--- src/rtl/branch_resolve_unit_if.sv ---
// ID-stage branch resolve bundle: decode/forwarding inputs in,
// redirect/stall/counter outputs back to the pipeline.
interface branch_resolve_unit_if #(
    parameter int XLEN  = 32,
    parameter int CNT_W = 32
);
    logic             id_valid;
    logic             id_is_branch;
    logic             id_is_jalr;
    logic [2:0]       id_funct3;
    logic [XLEN-1:0]  id_pc;
    logic [XLEN-1:0]  id_imm;
    logic [4:0]       id_rs1;
    logic [4:0]       id_rs2;
    logic [XLEN-1:0]  rf_rs1_data;
    logic [XLEN-1:0]  rf_rs2_data;
    logic [1:0]       fub_cs_1;
    logic [1:0]       fub_cs_2;
    logic [XLEN-1:0]  mem_alu_result;
    logic [XLEN-1:0]  mem_read_data;
    logic [4:0]       ex_rd;
    logic             ex_reg_write;
    logic             pipe_flush;
    logic             stall;
    logic             redirect_valid;
    logic [XLEN-1:0]  redirect_target;
    logic             flush_if;
    logic             illegal_branch;
    logic [CNT_W-1:0] branch_count;
    logic [CNT_W-1:0] taken_count;

    modport master (
        output id_valid, id_is_branch, id_is_jalr, id_funct3,
        output id_pc, id_imm, id_rs1, id_rs2,
        output rf_rs1_data, rf_rs2_data, fub_cs_1, fub_cs_2,
        output mem_alu_result, mem_read_data,
        output ex_rd, ex_reg_write, pipe_flush,
        input  stall, redirect_valid, redirect_target, flush_if,
        input  illegal_branch, branch_count, taken_count
    );

    modport slave (
        input  id_valid, id_is_branch, id_is_jalr, id_funct3,
        input  id_pc, id_imm, id_rs1, id_rs2,
        input  rf_rs1_data, rf_rs2_data, fub_cs_1, fub_cs_2,
        input  mem_alu_result, mem_read_data,
        input  ex_rd, ex_reg_write, pipe_flush,
        output stall, redirect_valid, redirect_target, flush_if,
        output illegal_branch, branch_count, taken_count
    );
endinterface

--- src/rtl/branch_resolve_unit.sv ---
// ID-stage branch/JALR resolver: operand forwarding, compare, target,
// redirect/flush, one-cycle EX-hazard stall and perf counters.
module branch_resolve_unit #(
    parameter int XLEN  = 32,
    parameter int CNT_W = 32
) (
    input  logic                 clk,
    input  logic                 reset,
    branch_resolve_unit_if.slave bus
);
    typedef enum logic {IDLE, WAIT} state_t;

    state_t           state_q, state_d;
    logic [CNT_W-1:0] bcnt_q, bcnt_d;
    logic [CNT_W-1:0] tcnt_q, tcnt_d;

    logic            act, hz, resolve, stall;
    logic            br_taken, f3_bad, taken;
    logic [XLEN-1:0] op1, op2, br_tgt, jr_sum, tgt;

    assign act = bus.id_valid & (bus.id_is_branch | bus.id_is_jalr)
               & ~bus.pipe_flush;

    // JALR has no rs2, so only rs1 can create a hazard for it
    assign hz = bus.ex_reg_write & (bus.ex_rd != 5'd0)
              & ((bus.ex_rd == bus.id_rs1)
                 | (bus.id_is_branch & (bus.ex_rd == bus.id_rs2)));

    always_comb begin
        op1 = bus.rf_rs1_data;
        priority case (1'b1)
            (bus.id_rs1 == 5'd0):      op1 = '0;
            (bus.fub_cs_1 == 2'b10):   op1 = bus.mem_alu_result;
            (bus.fub_cs_1 == 2'b01):   op1 = bus.mem_read_data;
            default:                   op1 = bus.rf_rs1_data;
        endcase
    end

    always_comb begin
        op2 = bus.rf_rs2_data;
        priority case (1'b1)
            (bus.id_rs2 == 5'd0):      op2 = '0;
            (bus.fub_cs_2 == 2'b10):   op2 = bus.mem_alu_result;
            (bus.fub_cs_2 == 2'b01):   op2 = bus.mem_read_data;
            default:                   op2 = bus.rf_rs2_data;
        endcase
    end

    always_comb begin
        br_taken = 1'b0;
        f3_bad   = 1'b0;
        unique case (bus.id_funct3)
            3'b000: br_taken = (op1 == op2);
            3'b001: br_taken = (op1 != op2);
            3'b100: br_taken = ($signed(op1) < $signed(op2));
            3'b101: br_taken = ($signed(op1) >= $signed(op2));
            3'b110: br_taken = (op1 < op2);
            3'b111: br_taken = (op1 >= op2);
            default: f3_bad  = 1'b1;
        endcase
    end

    assign taken  = bus.id_is_branch ? br_taken : 1'b1;
    assign br_tgt = bus.id_pc + bus.id_imm;
    assign jr_sum = op1 + bus.id_imm;
    assign tgt    = bus.id_is_branch ? br_tgt
                                     : {jr_sum[XLEN-1:1], 1'b0};

    always_comb begin
        state_d = state_q;
        stall   = 1'b0;
        resolve = 1'b0;
        unique case (state_q)
            IDLE: begin
                if (act && hz) begin
                    stall   = 1'b1;
                    state_d = WAIT;
                end else if (act) begin
                    resolve = 1'b1;
                end
            end
            WAIT: begin
                // producer has moved to MEM and is reached via fub_cs
                state_d = IDLE;
                resolve = act;
            end
            default: state_d = IDLE;
        endcase
    end

    always_comb begin
        bcnt_d = bcnt_q;
        tcnt_d = tcnt_q;
        if (resolve) begin
            bcnt_d = bcnt_q + CNT_W'(1);
            if (taken) begin
                tcnt_d = tcnt_q + CNT_W'(1);
            end
        end
    end

    always_ff @(posedge clk) begin
        if (reset) begin
            state_q <= IDLE;
            bcnt_q  <= '0;
            tcnt_q  <= '0;
        end else begin
            state_q <= state_d;
            bcnt_q  <= bcnt_d;
            tcnt_q  <= tcnt_d;
        end
    end

    assign bus.stall           = stall;
    assign bus.redirect_valid  = resolve & taken;
    assign bus.flush_if        = resolve & taken;
    assign bus.redirect_target = (resolve & taken) ? tgt : '0;
    assign bus.illegal_branch  = resolve & bus.id_is_branch & f3_bad;
    assign bus.branch_count    = bcnt_q;
    assign bus.taken_count     = tcnt_q;
endmodule

--- src/flat_wrapper.sv ---
// flat-port wrapper written by rule: the top's interface ports become plain ports
module branch_resolve_unit_flat 
#(
    parameter int XLEN  = 32,
    parameter int CNT_W = 32
)
  (clk, reset, bus_id_valid, bus_id_is_branch, bus_id_is_jalr, bus_id_funct3, bus_id_pc, bus_id_imm, bus_id_rs1, bus_id_rs2, bus_rf_rs1_data, bus_rf_rs2_data, bus_fub_cs_1, bus_fub_cs_2, bus_mem_alu_result, bus_mem_read_data, bus_ex_rd, bus_ex_reg_write, bus_pipe_flush, bus_stall, bus_redirect_valid, bus_redirect_target, bus_flush_if, bus_illegal_branch, bus_branch_count, bus_taken_count);
  branch_resolve_unit_if #(.XLEN(XLEN), .CNT_W(CNT_W)) bus_i ();
  input  logic clk;
  input  logic reset;
  input wire logic [$bits(bus_i.id_valid)-1:0] bus_id_valid;
  input wire logic [$bits(bus_i.id_is_branch)-1:0] bus_id_is_branch;
  input wire logic [$bits(bus_i.id_is_jalr)-1:0] bus_id_is_jalr;
  input wire logic [$bits(bus_i.id_funct3)-1:0] bus_id_funct3;
  input wire logic [$bits(bus_i.id_pc)-1:0] bus_id_pc;
  input wire logic [$bits(bus_i.id_imm)-1:0] bus_id_imm;
  input wire logic [$bits(bus_i.id_rs1)-1:0] bus_id_rs1;
  input wire logic [$bits(bus_i.id_rs2)-1:0] bus_id_rs2;
  input wire logic [$bits(bus_i.rf_rs1_data)-1:0] bus_rf_rs1_data;
  input wire logic [$bits(bus_i.rf_rs2_data)-1:0] bus_rf_rs2_data;
  input wire logic [$bits(bus_i.fub_cs_1)-1:0] bus_fub_cs_1;
  input wire logic [$bits(bus_i.fub_cs_2)-1:0] bus_fub_cs_2;
  input wire logic [$bits(bus_i.mem_alu_result)-1:0] bus_mem_alu_result;
  input wire logic [$bits(bus_i.mem_read_data)-1:0] bus_mem_read_data;
  input wire logic [$bits(bus_i.ex_rd)-1:0] bus_ex_rd;
  input wire logic [$bits(bus_i.ex_reg_write)-1:0] bus_ex_reg_write;
  input wire logic [$bits(bus_i.pipe_flush)-1:0] bus_pipe_flush;
  output wire logic [$bits(bus_i.stall)-1:0] bus_stall;
  output wire logic [$bits(bus_i.redirect_valid)-1:0] bus_redirect_valid;
  output wire logic [$bits(bus_i.redirect_target)-1:0] bus_redirect_target;
  output wire logic [$bits(bus_i.flush_if)-1:0] bus_flush_if;
  output wire logic [$bits(bus_i.illegal_branch)-1:0] bus_illegal_branch;
  output wire logic [$bits(bus_i.branch_count)-1:0] bus_branch_count;
  output wire logic [$bits(bus_i.taken_count)-1:0] bus_taken_count;
  assign bus_i.id_valid = bus_id_valid;
  assign bus_i.id_is_branch = bus_id_is_branch;
  assign bus_i.id_is_jalr = bus_id_is_jalr;
  assign bus_i.id_funct3 = bus_id_funct3;
  assign bus_i.id_pc = bus_id_pc;
  assign bus_i.id_imm = bus_id_imm;
  assign bus_i.id_rs1 = bus_id_rs1;
  assign bus_i.id_rs2 = bus_id_rs2;
  assign bus_i.rf_rs1_data = bus_rf_rs1_data;
  assign bus_i.rf_rs2_data = bus_rf_rs2_data;
  assign bus_i.fub_cs_1 = bus_fub_cs_1;
  assign bus_i.fub_cs_2 = bus_fub_cs_2;
  assign bus_i.mem_alu_result = bus_mem_alu_result;
  assign bus_i.mem_read_data = bus_mem_read_data;
  assign bus_i.ex_rd = bus_ex_rd;
  assign bus_i.ex_reg_write = bus_ex_reg_write;
  assign bus_i.pipe_flush = bus_pipe_flush;
  assign bus_stall = bus_i.stall;
  assign bus_redirect_valid = bus_i.redirect_valid;
  assign bus_redirect_target = bus_i.redirect_target;
  assign bus_flush_if = bus_i.flush_if;
  assign bus_illegal_branch = bus_i.illegal_branch;
  assign bus_branch_count = bus_i.branch_count;
  assign bus_taken_count = bus_i.taken_count;
  branch_resolve_unit #(.XLEN(XLEN), .CNT_W(CNT_W)) u_core (.clk(clk), .reset(reset), .bus(bus_i));
endmodule
--- config.mk ---
export PLATFORM = sky130hd
export DESIGN_NAME = branch_resolve_unit_flat
export DESIGN_NICKNAME = d
export VERILOG_FILES = /design/src/rtl/branch_resolve_unit_if.sv /design/src/rtl/branch_resolve_unit.sv /design/src/flat_wrapper.sv
export SDC_FILE = /design/constraint.sdc
export NUM_CORES = 1
export LEC_CHECK = 0
export BUFFER_PORTS_ARGS = -buffer_cell sky130_fd_sc_hd__buf_2
export CORE_UTILIZATION = 58
export CTS_BUF_LIST = sky130_fd_sc_hd__clkbuf_4 sky130_fd_sc_hd__clkbuf_8
export CTS_CLUSTER_SIZE = 14
export DETAILED_ROUTE_END_ITERATION = 12
export PLACE_DENSITY = 0.9
export SETUP_SLACK_MARGIN = 0.2
export SKIP_LAST_GASP = 1
export SLEW_MARGIN = 20
export SYNTH_ARGS = -nofsm -noshare
export SYNTH_HDL_FRONTEND = slang
export SYNTH_SLANG_ARGS = --single-unit
--- constraint.sdc ---
create_clock -name clk -period 6.5 [get_ports clk]
set_input_delay 0 -clock clk [delete_from_list [all_inputs] [get_ports clk]]
set_output_delay 0 -clock clk [all_outputs]
set_load 0.01 [all_outputs]
[Yosys cells after proc, flatten, opt, wreduce, memory -nomap -nowiden]
Cells that the tools add are included.
Storage, ports and cells
  register bits: 65
  bits in latches: 0
  memory bits (writable): 0
  memory bits (read-only): 0
  memories: 0
Operators by class
  add/subtract/negate cells: 4
  $mul: 0
  div/mod/pow operators: 0
  magnitude comparators: 4
  equality and inequality tests: 13
  shifts and indexed selects: 0
  multiplexer cells: 17
  bitwise gates (word level): 12
  reduce and logical (&&, ||, !) cells: 7
Operator list (number)
  $mux W32: 8
  $add A32 B1 Y32 const B: 2
  $add A32 B32 Y32: 2
  $ge A32 B32 Y1: 2
  $lt A32 B32 Y1: 2
  $eq A32 B32 Y1: 1
  $ne A32 B32 Y1: 1
  $eq A3 B3 Y1 const B: 4
  $eq A5 B5 Y1: 2
  $logic_not A5 Y1: 2
  $and A1 B1 Y1: 8
  $mux W1: 6
  $pmux W1 S6: 1
  $reduce_or A6 Y1: 1
  $reduce_bool A5 Y1: 1
  $eq A2 B1 Y1 const B: 2
  $eq A2 B2 Y1 const B: 2
  $pmux W1 S2: 2
  $eq A3 B1 Y1 const B: 1
  $logic_not A3 Y1: 1
  $not A1 Y1: 2
  $or A1 B1 Y1: 2
  $reduce_and A2 Y1: 1
  $logic_and A1 B1 Y1: 1

[Longest topological paths before layout]
  depth in word-level cells: 9
  mapped depth: 18
  depth with buffers taken out: 14

[Worst setup path before layout]
OpenSTA, ideal clock, no wires.
  path type: in2out
  start point: in bus_fub_cs_1[0]
  end point: out bus_redirect_target[27]
  arrival: 4028 ps
  data required time: 6500 ps
  setup slack: 2472 ps
  stages: 15
  path buffers: 4
  cells stage by stage: clkbuf_1 -> clkbuf_1 -> buf_1 -> mux2i_1 -> a211oi_1 -> ha_1 -> a21oi_1 -> o21ai_0 -> a221oi_2 -> nand2_1 -> or4_4 -> o2111ai_4 -> o21ai_4 -> buf_6 -> a2111oi_0
On the way
  cells in the longest elaborated chain, start to end: 9
  elaborated cells on any way between the ends: 17
  classes of those cells: 1 x add/sub; 4 x order compare; 4 x eq/ne; 7 x mux; 1 x bitwise
Ends and longest elaborated chain
  start, declared: line flat_wrapper.sv:21  | input wire logic [$bits(bus_i.fub_cs_1)-1:0] bus_fub_cs_1;
  $eq A2 B1 Y1: line branch_resolve_unit.sv:34  | (bus.fub_cs_1 == 2'b01): op1 = bus.mem_read_data;
  $mux W32: line branch_resolve_unit.sv:31  | priority case (1'b1)
  $mux W32 * (2 in a row): line branch_resolve_unit.sv:31
  $ge A32 B32 Y1 (tied with other cells): line branch_resolve_unit.sv:58  | 3'b111: br_taken = (op1 >= op2);
  $pmux W1 S6: line branch_resolve_unit.sv:52  | unique case (bus.id_funct3)
  $mux W1: line branch_resolve_unit.sv:63  | assign taken = bus.id_is_branch ? br_taken : 1'b1;
  $and A1 B1 Y1: line branch_resolve_unit.sv:117  | assign bus.redirect_target = (resolve & taken) ? tgt : '0;
  $mux W32 *: line branch_resolve_unit.sv:117
  end, declared: line flat_wrapper.sv:30  | output wire logic [$bits(bus_i.redirect_target)-1:0] bus_redirect_target;
Mark *: on every way between the ends. The rest lies on a longest branch, timed or not.

[Worst setup path in the final report]
  start point: in bus_fub_cs_1[0]
  end point: out bus_redirect_target[5]
The elaborated chain is that of the path after synthesis.

==> reports/metrics.csv <==
metric;value;unit
cts.htree.levels;3;
rsz0062_at_grt;no;
maximum_count_of_clock_buffers_along_a_single_path;2;
synth.most_common_cell;sky130_fd_sc_hd__nand2_1;
cts.root.buffer_cell;sky130_fd_sc_hd__clkbuf_8;
fin_setup_tns;0;ps
worst_ep_required_time;6500;ps
worstHoldStart;bus_pipe_flush;
finalSetupViolations;0;
yosys_register_bits;65;
critPathMaxFanout;62;
cell_area_power_density;138;mW/mm^2
netlist_top_cells_area;sky130_fd_sc_hd__dfxtp_1 (13%), sky130_fd_sc_hd__ha_1 (12%), sky130_fd_sc_hd__mux2i_1 (7.8%);
core;0.0161;mm^2
timing.final.crit_share;0.760;
hold_viol_final;0;
synth_seq_area_share;0.134;
fill_cells;1288;
via_count_of_the_first_global_routing_pass;10277;
buffer_ports.inserted;320;
drt-initial-drc-count;1068;
synth.top_cells.by_count;sky130_fd_sc_hd__nand2_1 (117), sky130_fd_sc_hd__nor2_1 (106), sky130_fd_sc_hd__a21oi_1 (98), sky130_fd_sc_hd__ha_1 (95), sky130_fd_sc_hd__a211oi_1 (77);
crit-reg2reg-launch;u_core.bus.taken_count[3];
post_cts_resized;0;
globalRoute.totalOverflow;0;
timing.critical_path.to_type;output port;
whs_endpoint;u_core.state_q;
area_grow_syn2layout;19.6;%
post_cts_hold_buffer_count;0;
timing_worst_slew_pin_value;1100;ps
die_area;0.0172;mm^2
std_cell_rows;46;
grt_antenna_before_repair;12;
detailroute.via_count;11110;
globalplace.congestion;1.05;
yosys.area.top_type_share;0.134;
most_used_dff_post_synth;sky130_fd_sc_hd__dfxtp_1;
class_of_the_worst_hold_path;in -> reg;
maxSlewViolCount;0;
post_route_cells_drive_above_1_share;0.257;
synthesis.instances;1287;
yosysUniqueCellTypes;76;
regToRegEndpoint;u_core.bus.taken_count[24];
setup.worst_path.start_class;input pin;
fp.dieH;131;um
worst_hold_slack;132;ps
post_cts.repair.setup_buffers;0;
cts_num_sinks;65;
global_route.usage.total;0.370;
grt_max_degree;70;
drc_errors;0;
synthesis.yosys.warnings;0;
synth-edff-count;0;
sequential_cell_area;0.00130;mm^2
finalNetCount;1878;
synth_top_cell_by_area;sky130_fd_sc_hd__dfxtp_1;
insertion_delay;350;ps
final.min_clock_period;4940;ps
result_of_the_run;completed;
mappedNetlistArea;0.00970;mm^2
whs_path_depth;4;
criticalPathCategory;in -> out;
post_layout_nonfiller_instances;1792;
die_width;131;um
synth_area_per_cell;7.54;um^2
reg2reg_slack;3760;ps
cts-buffers-inserted;9;
leakage;0.00525;uW
layout.core_utilization;0.720;
peakVddDrop;0.186;mV
synth_async_sr_flop_share;0;
synthesis.nets;1605;
multiInputGateArea;0.00801;mm^2
r2r_cells;9;
effective_utilization_at_floorplan;0.602;
place.detailed.instances;1764;
timing.max_cap.violations;0;
finalClockSkew;4.99;ps
worst_slew_margin_rel;0.268;
detailed_place_hpwl;26100;um
drtPass1Iterations;5;
wl_per_cell;18.6;um
fmax;202;MHz
critPathArrivalTime;4940;ps
drtAntennaViolNets;0;
route.final.wire_length;33300;um
clk_pin_slew_worst_paths;70;ps
ios;321;
grt_first_pass_wirelength;52100;um
cts_tree;done;
avgViaCountPerCell;6.20;
## routing by layer
layer	vias up	wire length (um)	GRT usage
met1	5083	13900	0.475
met3	105	3080	0.0721
met4	0	1330	0.151
li1	5340	-	-
met5	-	0	0
met2	582	15000	0.605
## worst max-delay path by stage
| stage | slack, ps | depth (start not counted) | startpoint | end |
|---|---|---|---|---|
| 2_1_floorplan | 2470 | 15 | bus_fub_cs_1[0] | bus_redirect_target[27] |
| 3_5_place_dp | 1470 | 15 | bus_id_rs1[0] | bus_redirect_target[5] |
| 4_1_cts | 1500 | 15 | bus_id_rs1[0] | bus_redirect_target[5] |
| 5_1_grt | 1240 | 16 | bus_fub_cs_1[0] | bus_redirect_target[8] |
| 3_3_place_gp | 1590 | 15 | bus_id_rs1[0] | bus_redirect_target[5] |
| 6_report | 1560 | 15 | bus_fub_cs_1[0] | bus_redirect_target[5] |
## cell type report
| class | instances | area share |
|---|---|---|
| Antenna cell | 13 | 0.00280 |
| Clock buffer | 10 | 0.0119 |
| Clock inverter | 4 | 0.00388 |
| Inverter | 33 | 0.0107 |
| Multi-Input combinational cell | 1124 | 0.690 |
| Sequential cell | 65 | 0.112 |
| Tap cell | 216 | 0.0233 |
| Timing Repair Buffer | 327 | 0.145 |
## sequential cells by signal (all words and copies together), names as in the netlist
register	count
u_core.bus.taken_count	32
u_core.bus.branch_count	32
u_core.state_q	1
## worst max-delay path: stages
cell and delay (ps):
sky130_fd_sc_hd__buf_4 560, sky130_fd_sc_hd__buf_4 510, sky130_fd_sc_hd__mux2i_1 140, sky130_fd_sc_hd__a211oi_1 560, sky130_fd_sc_hd__ha_1 260, sky130_fd_sc_hd__nand4_1 180, sky130_fd_sc_hd__nor4_4 370, sky130_fd_sc_hd__a31o_2 200
sky130_fd_sc_hd__o211ai_1 130, sky130_fd_sc_hd__nor4_4 320, sky130_fd_sc_hd__o2111ai_4 330, sky130_fd_sc_hd__o21ai_4 740, sky130_fd_sc_hd__buf_4 320, sky130_fd_sc_hd__a211oi_1 80, sky130_fd_sc_hd__buf_2 200
## stage by stage
stage                     setup slack [ps]  instance area (um^2)  power (uW)
final                                 1560                 11600        1600
after global routing                  1240                 11600        1700
after CTS                             1500                 11600        1580
after detailed placement              1470                 11400        1240
after global placement                1590                 11300        1230
after floorplan                       2470                  9700        1000
## logic make-up after synthesis
group,synth area share
AO/OA/AOI/OAI,0.264
XOR/XNOR,0.0813
adder cells (fa/ha/maj),0.127
buffers and inverters,0.0402
flip-flops,0.134
multiplexers,0.120
AND/OR/NAND/NOR,0.233
## where the power goes
group / leakage, uW / total, uW / switching (uW) / internal (uW)
logic: 0.00463 / 860 / 492 / 367
registers: 0.000524 / 401 / 1.96 / 399
clock network: 0.0000978 / 339 / 158 / 181
## layout by cell type (no fill, tap or decap), types with 8 or more instances in the layout
| cell | count |
|---|---|
| sky130_fd_sc_hd__a211oi_1 | 77 |
| sky130_fd_sc_hd__buf_2 | 318 |
| sky130_fd_sc_hd__inv_1 | 33 |
| sky130_fd_sc_hd__o31ai_1 | 8 |
| sky130_fd_sc_hd__nand4_1 | 14 |
| sky130_fd_sc_hd__o21ai_0 | 61 |
| sky130_fd_sc_hd__or3_1 | 31 |
| sky130_fd_sc_hd__a31oi_1 | 10 |
| sky130_fd_sc_hd__xor2_1 | 32 |
| sky130_fd_sc_hd__diode_2 | 13 |
| sky130_fd_sc_hd__o21a_1 | 9 |
| sky130_fd_sc_hd__a21oi_1 | 98 |
| sky130_fd_sc_hd__mux2_2 | 35 |
| sky130_fd_sc_hd__nand2b_1 | 13 |
| sky130_fd_sc_hd__nand2_1 | 117 |
| sky130_fd_sc_hd__nor2_1 | 106 |
| sky130_fd_sc_hd__dfxtp_1 | 65 |
| sky130_fd_sc_hd__clkbuf_8 | 10 |
| sky130_fd_sc_hd__nor3_1 | 27 |
| sky130_fd_sc_hd__mux2i_1 | 76 |
| sky130_fd_sc_hd__xnor2_1 | 58 |
| sky130_fd_sc_hd__o211ai_1 | 36 |
| sky130_fd_sc_hd__nor2b_1 | 44 |
| sky130_fd_sc_hd__and3_1 | 21 |
| sky130_fd_sc_hd__a21o_1 | 17 |
| sky130_fd_sc_hd__o21bai_1 | 11 |
| sky130_fd_sc_hd__ha_1 | 95 |
| sky130_fd_sc_hd__nand3_1 | 39 |
(Power assumes the default switching activity.)
